<file path="config.mk">
export PLATFORM = sky130hd
export DESIGN_NAME = multdiv_iter
export DESIGN_NICKNAME = d
export VERILOG_FILES = /design/src/rtl/multdiv_iter.sv
export SDC_FILE = /design/constraint.sdc
export NUM_CORES = 1
export LEC_CHECK = 0
export CAP_MARGIN = 40
export CORE_UTILIZATION = 50
export DETAILED_ROUTE_END_ITERATION = 7
export PLACE_DENSITY_LB_ADDON = 0.12
export SETUP_SLACK_MARGIN = 0.1
export SLEW_MARGIN = 0
export SYNTH_ARGS = -nofsm -noshare
export SYNTH_HDL_FRONTEND = slang
export SYNTH_SLANG_ARGS = --single-unit
</file>
<file path="constraint.sdc">
create_clock -name clk -period 6.03 [get_ports clk]
set_input_delay 1.206 -clock clk [delete_from_list [all_inputs] [get_ports clk]]
set_output_delay 1.206 -clock clk [all_outputs]
set_load 0.01 [all_outputs]
</file>
<file path="src/rtl/multdiv_iter.sv">
// multdiv_iter: iterative signed multiply (radix-2 Booth) / divide (restoring), WIDTH cycles per op.
module multdiv_iter #(
  parameter int WIDTH = 32
) (
  input  logic             clk,
  input  logic             reset,
  input  logic             ctrl_MULT,
  input  logic             ctrl_DIV,
  input  logic [WIDTH-1:0] data_operandA,
  input  logic [WIDTH-1:0] data_operandB,
  output logic [WIDTH-1:0] data_result,
  output logic             data_exception,
  output logic             data_resultRDY
);
  localparam int CW = $clog2(WIDTH) + 1;
  typedef enum logic [1:0] {IDLE, RUN, DONE} state_t;
  state_t state, state_n;
  logic op_div, q_m1, neg, dz, ovf, fits, mul_exc, start, last;
  logic [CW-1:0] count;
  logic [WIDTH:0] acc, acc_n, booth_sum, shifted, trial;
  logic [WIDTH-1:0] q, q_n, m, abs_a, abs_b;
  logic [2*WIDTH-1:0] product;
  assign start = ctrl_MULT | ctrl_DIV;
  assign last = count == CW'(WIDTH - 1);
  assign abs_a = data_operandA[WIDTH-1] ? -data_operandA : data_operandA;
  assign abs_b = data_operandB[WIDTH-1] ? -data_operandB : data_operandB;
  // acc is one bit wider than WIDTH so Booth steps with a most-negative multiplicand cannot wrap
  assign booth_sum = ({q[0], q_m1} == 2'b01) ? acc + {m[WIDTH-1], m} :
                     ({q[0], q_m1} == 2'b10) ? acc - {m[WIDTH-1], m} : acc;
  assign shifted = {acc[WIDTH-1:0], q[WIDTH-1]};
  assign trial = shifted - {1'b0, m};
  assign fits = !trial[WIDTH];
  assign acc_n = op_div ? (fits ? trial : shifted) : {booth_sum[WIDTH], booth_sum[WIDTH:1]};
  assign q_n = op_div ? {q[WIDTH-2:0], fits} : {booth_sum[0], q[WIDTH-1:1]};
  assign product = {acc_n[WIDTH-1:0], q_n};
  assign mul_exc = !(&product[2*WIDTH-1:WIDTH-1]) && |product[2*WIDTH-1:WIDTH-1];
  assign data_resultRDY = state == DONE;
  always_ff @(posedge clk or posedge reset)
    if (reset) state <= IDLE;
    else state <= state_n;
  always_comb begin
    state_n = IDLE;
    if (start) state_n = RUN;
    else if (state == RUN) state_n = last ? DONE : RUN;
  end
  always_ff @(posedge clk or posedge reset) begin
    if (reset) begin
      count <= '0;
      op_div <= 1'b0;
      acc <= '0;
      q <= '0;
      q_m1 <= 1'b0;
      m <= '0;
      neg <= 1'b0;
      dz <= 1'b0;
      ovf <= 1'b0;
      data_result <= '0;
      data_exception <= 1'b0;
    end else if (start) begin
      count <= '0;
      op_div <= !ctrl_MULT;
      acc <= '0;
      q_m1 <= 1'b0;
      q <= ctrl_MULT ? data_operandB : abs_a;
      m <= ctrl_MULT ? data_operandA : abs_b;
      neg <= data_operandA[WIDTH-1] ^ data_operandB[WIDTH-1];
      dz <= data_operandB == '0;
      ovf <= data_operandA == {1'b1, {(WIDTH-1){1'b0}}} && data_operandB == '1;
    end else if (state == RUN) begin
      count <= count + 1'b1;
      acc <= acc_n;
      q <= q_n;
      q_m1 <= q[0];
      if (last) begin
        data_result <= !op_div ? product[WIDTH-1:0] : dz ? '0 : neg ? -q_n : q_n;
        data_exception <= op_div ? (dz | ovf) : mul_exc;
      end
    end
  end
endmodule
</file>
==> results.txt, run 1 <==
Port buffer count: 101
Number of nets in the synthesized netlist: 2487
Crit path capture type: register
Netlist Area Pre-Place: 16500 um2
Wire length of the first global-routing pass: 102 mm
Clock Skew: 13.3 ps
Cell Rows: 66
Upper clock frequency limit: 0.179 GHz
Most common cell after layout, fill and taps aside: a21oi_1
Startpoint class of the critical path: register
Number of antenna violations at the first check in global routing: 1
Area added between synthesis and finish: 13.1%
Share of the cycle needed by the critical path after routing: 92.6%
Effective utilization at floorplan: 50.8%
Final Net Count: 2517
Number of search-and-repair iterations in the first detailed-routing pass: 6
Insertion delay of the later-clocked pin in the worst-skew pair: 440 ps
Highest ir drop seen on vdd: 0.216 mV
Tightest Hold Check Type: register to register
Top_reg_cell synth: dfrtp_1
Critical Path AT: 5900 ps
Source of the worst register-to-register timing path: m[7]$_DFFE_PP0N_
RSZ-0062 raised after global routing: false
CP startpoint: m[7]$_DFFE_PP0N_
ANT cells: 0
Number of flops mapped to enable cells by yosys: 0
Number of placed instances with taps included: 2765
Worst slew slack as a fraction of its limit: 33.2%
Number of warnings issued by yosys: 0
TritonCTS clock tree: done
Maximum number of pins on one net before global-route repair: 83
Gr ovfl total: 0
Worst Max-Slew Pin Slew: 1000 ps
Asr flop ratio synth: 100%
Dpl hpwl: 50.4 mm
Crit path setup slack, layout: 446 ps
Max-cap violations: 0
Data required time at the worst endpoint: 6340 ps
Via count of the first global-routing pass: 17100
Routability-driven placement congestion ratio: 1.02
Vias after detailed routing: 18700
Setup total negative slack: 0 ps
Via count normalized by instance count: 6.68
Clk sinks: 143
Most Frequent Cell on Critical Path: a21oi_1
Deepest level of the CTS H-tree: 4
Filler cell count in the final layout: 3244
Post-synthesis sequential area ratio: 21.7%
Global-route usage over all layers: 39.4%
Proportion of layout cells with a drive suffix above 1: 6.58%
Area occupied by multi-input gates: 12100 um2
Cells after synthesis: 2314
Die area: 33800 um2
Slowest library cell on the worst path: dfrtp_1
Storage element area: 3580 um2
Aggregate routed wire length: 67.2 mm
Synth Register Bits: 143
Count of cell types in the netlist: 85
Detailed-route DRC error count: 0
Startpoint of the tightest hold check path: ovf$_DFFE_PP0N_
CORE AREA: 32500 um2
CTS Buffer Depth: 2
Pleak: 0.00780 uW
Max-slew violation count: 0
Final Hold Vio Count: 0
Syn_area_per_cell: 7.14 um2
Critical Path Fanout Max: 5
Antenna Violating Nets Remaining: 0
Category of the most critical setup path: register to register
Hold buffer count at CTS: 0
Largest stage delay on the critical path: 390 ps
Num CTS Buffers: 17
Run status: finished, final reports clean
Die width: 184 um
Clock Pin Slew Worst Setup and Hold Paths: 70 ps
Pre-CTS setup slack: 147 ps
Cell at the root of the clock tree: clkbuf_16
Initial drt markers: 2265
Ports placed on the boundary: 102
Final standard cell count with taps included and fillers excluded: 2798
Commonest cells after routing, fill and taps aside: a21oi_1 (253), nand2_1 (248), nor2_1 (245)
Routed length per instance: 24.0 um
DIE HEIGHT: 184 um
Number of setup violations in the final report: 0
Minimum clock period: 5580 ps
Power density relative to cell area: 224 nW/um2
cells by family after synthesis:
logic type / share of synthesized area, %
AOI/OAI and AO/OA: 32.1
xor gates and xnor gates: 6.25
adders and majority gates: 8.08
buffers and inverters: 5.72
DFF: 21.7
muxes: 1.57
and+or+nand+nor: 24.6
registers in the layout (all words and copies together) (netlist names):
| register | count |
|---|---|
| q_m1 | 1 |
| neg | 1 |
| acc | 33 |
| count | 6 |
| q | 32 |
| data_exception | 1 |
| dz | 1 |
| state | 2 |
| data_result | 32 |
| ovf | 1 |
| op_div | 1 |
| m | 32 |
cell usage after synthesis, drive strengths merged (10+ instances only):
cell type,number,area [um2]
dfrtp,143,3580
a21oi,254,1270
nor3,61,310
and2,10,62.6
o21ai,193,966
or3,24,155
a2111oi,12,111
or4,19,154
clkbuf,138,518
o31ai,41,308
nor2,246,923
o41ai,12,113
or2,18,113
nor4,24,150
nand4,41,257
a221oi,22,199
xor2,60,526
mux2i,17,170
xnor2,58,508
a21o,30,225
nand3,33,165
buf,23,93.8
ha,102,1280
o22ai,12,75.1
a211o,13,114
a221o,10,100
a31oi,24,150
o21bai,15,113
o21a,15,113
nand2b,38,238
inv,87,327
o211ai,20,150
nand2,248,931
nor2b,51,319
a211oi,59,448
critical path: cells and delay by family (launching register included):
| family | cells | cell delay, ps |
|---|---|---|
| flip-flops | 1 | 390 |
| AND/OR/NAND/NOR | 9 | 1590 |
| AO/OA/AOI/OAI | 11 | 2360 |
| adder cells (fa/ha/maj) | 2 | 720 |
| buffers and inverters | 3 | 420 |
layout make-up:
cell class / count / share of cell area, %
multi-input combinational: 1921 / 64.6
clock inverter: 14 / 0.696
clock buffer: 17 / 2.28
timing repair buffer: 172 / 8.46
tap: 442 / 2.96
inverter: 89 / 1.81
sequential: 143 / 19.2
what timing repair did:
item | 4_1_cts | 5_1_grt
gates resized for setup | 0 | 12
buffers inserted | 0 | 2
endpoints found under the setup margin | 0 | 17
path summary, 6_finish.rpt:
path                            slack, ps                          to  depth (start not counted)
worst min-delay path                  520             ovf$_DFFE_PP0N_                          2
worst max register to register        450  data_exception$_DFFE_PP0P_                         25
worst max-delay path                  450  data_exception$_DFFE_PP0P_                         25
max in group asynchronous            3610            q_m1$_DFFE_PP0P_                          3
worst min register to register        520             ovf$_DFFE_PP0N_                          2
min in group asynchronous            1260           q[27]$_DFFE_PP0P_                          2
layer usage:
metal / share of wire (%) / vias to the layer above / track usage [%]
met5: 0.021 / - / 0
met4: 3.4 / 2 / 14.2
met3: 10 / 141 / 7.37
met2: 44 / 1128 / 60.9
met1: 42 / 8880 / 54.5
li1: - / 8553 / -
through the flow:
| step | cell area (um2) | power (uW) | hold WS (ps) | utilization (%) |
|---|---|---|---|---|
| 4_1_cts | 18600 | 4100 | 520 | 57.2 |
| 6_report | 18700 | 4180 | 524 | 57.4 |
| 3_3_place_gp | 18000 | 3050 | 485 | 55.3 |
| 5_1_grt | 18700 | 4360 | 521 | 57.4 |
| 2_1_floorplan | 16500 | 2410 | 452 | - |
| 3_5_place_dp | 18100 | 3060 | 502 | 55.5 |
where the power goes:
part | switching [uW] | internal [uW] | leakage, uW
Sequential | 118 | 1040 | 0.00181
Combinational | 1260 | 721 | 0.00573
Clock | 472 | 571 | 0.000271
Total | 1850 | 2330 | 0.00780
(Power assumes the default switching activity.)
==> inputs of run 2 (changes only) <==
CAP_MARGIN = 20   (was 40)
==> results.txt, run 2 (synthesized netlist as in run 1, its figures left out) <==
Run status: finished, final reports clean
Worst hold-check slack: 516 ps
Number of placed instances with taps included: 2758
Combinational power share: 47.1%
Power density relative to cell area: 225 nW/um2
Highest ir drop seen on vdd: 0.215 mV
Category of the most critical setup path: register to register
Die width: 184 um
Tightest Hold Check Type: register to register
Routed length per instance: 24.2 um
Clk sinks: 143
CTS Buffer Depth: 2
Final standard cell count with taps included and fillers excluded: 2792
Data required time at the worst endpoint: 6350 ps
Minimum clock period: 5660 ps
Ports placed on the boundary: 102
DIE HEIGHT: 184 um
Maximum number of pins on one net before global-route repair: 83
Pleak: 0.00778 uW
RSZ-0062 raised after global routing: true
Worst slew slack as a fraction of its limit: 28.7%
CORE AREA: 32500 um2
Sequential share of power: 27.6%
CP cell instances: ha_1, nand4_1, o21ai_0, o221ai_2, nor2_1, a2111o_1, a21oi_1, nor2b_1, o21ai_0, nand2b_1, ha_1, inv_1, a2111o_1, o2111ai_1, o311ai_0, nor3_1, nand3b_1, a2111oi_1, nand4_1, nor4_1, nand4b_1, nor4_2, a211oi_2
Sw Ratio: 44.2%
ANT cells: 0
Number of search-and-repair iterations in the first detailed-routing pass: 6
Pre-CTS setup slack: 161 ps
Area added between synthesis and finish: 12.7%
Proportion of power drawn by the clock network: 25.3%
Filler cell count in the final layout: 3203
Worst Max-Slew Pin Slew: 1060 ps
Insertion delay of the later-clocked pin in the worst-skew pair: 440 ps
Wire length of the first global-routing pass: 102 mm
Initial drt markers: 2377
Effective utilization at floorplan: 50.8%
Num CTS Buffers: 17
Routability-driven placement congestion ratio: 1.02
Number of setup violations in the final report: 0
Port buffer count: 101
Clock Pin Slew Worst Setup and Hold Paths: 70 ps
Crit path setup slack, layout: 375 ps
Flip-flop count of the largest register, all copies and words added: 33
Critical Path AT: 5970 ps
Proportion of layout cells with a drive suffix above 1: 6.38%
TritonCTS clock tree: done
Largest stage delay on the critical path: 470 ps
Critical Path Fanout Max: 7
Total net switching power: 1850 uW
Detailed-route DRC error count: 0
Share of the cycle needed by the critical path after routing: 93.8%
Antenna Violating Nets Remaining: 0
Via count of the first global-routing pass: 17200
Via count normalized by instance count: 6.77
Dpl hpwl: 50.2 mm
Final Net Count: 2511
Family of cells with the greatest summed delay on the critical path: compound AO/OA/AOI/OAI gates
Max-cap violations: 0
Gr ovfl total: 0
Commonest cells after routing, fill and taps aside: a21oi_1 (252), nand2_1 (248), nor2_1 (245)
Clock Skew: 10.0 ps
Deepest level of the CTS H-tree: 4
Die area: 33800 um2
Cell at the root of the clock tree: clkbuf_16
Startpoint class of the critical path: register
Global-route usage over all layers: 39.6%
Cell Rows: 66
Largest register by flop count: acc
Crit path capture type: register
Vias after detailed routing: 18900
Number of buffer and inverter instances along the worst setup path: 1
Most common cell after layout, fill and taps aside: a21oi_1
Setup total negative slack: 0 ps
Final Hold Vio Count: 0
Slowest library cell on the worst path: dfrtp_1
Upper clock frequency limit: 0.177 GHz
Number of antenna violations at the first check in global routing: 1
Max-slew violation count: 0
Aggregate routed wire length: 67.5 mm
Internal power: 2340 uW
## run 2: metal layers
layer | track usage [%] | routed length (um) | up-vias
met3 | 6.34 | 6760 | 163
met1 | 55.1 | 28300 | 9043
met4 | 14.8 | 2450 | 2
met2 | 61.3 | 29900 | 1158
met5 | 0 | 8 | -
li1 | - | - | 8535
## run 2: layout make-up
| type | count | area, um2 | share of cell area, % |
|---|---|---|---|
| sequential | 143 | 3580 | 19.2 |
| clock inverter | 13 | 126 | 0.678 |
| timing repair buffer | 166 | 1510 | 8.08 |
| tap | 442 | 553 | 2.97 |
| inverter | 89 | 339 | 1.82 |
| multi-input combinational | 1921 | 12100 | 64.9 |
| clock buffer | 18 | 439 | 2.36 |
## run 2: per-stage QoR
step	total power (uW)	utilization [%]	cell area, um2
2_1_floorplan	2410	-	16500
3_3_place_gp	3050	55.3	18000
3_5_place_dp	3050	55.3	18000
4_1_cts	4120	57.0	18500
5_1_grt	4390	57.3	18600
6_report	4190	57.3	18600
## run 2: worst min-delay path, cell delays in order, from the launching register on
cell and delay, ps:
dfrtp_1 360, nand2_1 60, o21ai_0 60
## run 2: worst paths after layout
check	from	end	slack, ps	depth (start not counted)
min in group asynchronous	reset	q[27]$_DFFE_PP0P_	1260	2
min	ovf$_DFFE_PP0N_	ovf$_DFFE_PP0N_	520	2
max reg2reg	acc[18]$_DFFE_PP0P_	data_exception$_DFFE_PP0P_	370	23
max in group asynchronous	reset	q_m1$_DFFE_PP0P_	3630	3
min reg2reg	ovf$_DFFE_PP0N_	ovf$_DFFE_PP0N_	520	2
max	acc[18]$_DFFE_PP0P_	data_exception$_DFFE_PP0P_	370	23
## run 2: power groups by stage
stage / Sequential (uW) / Combinational, uW / Clock [uW]
finish: 1160 / 1970 / 1060
global route: 1170 / 2110 / 1110
CTS: 1150 / 1900 / 1070
detailed placement: 1170 / 1880 / 0
global placement: 1160 / 1890 / 0
floorplan: 1120 / 1290 / 0
## run 2: what timing repair did
item,CTS,global route
setup buffers,0,3
endpoints found under the setup margin,0,18
gates resized for setup,0,14
hold buffers,0,0
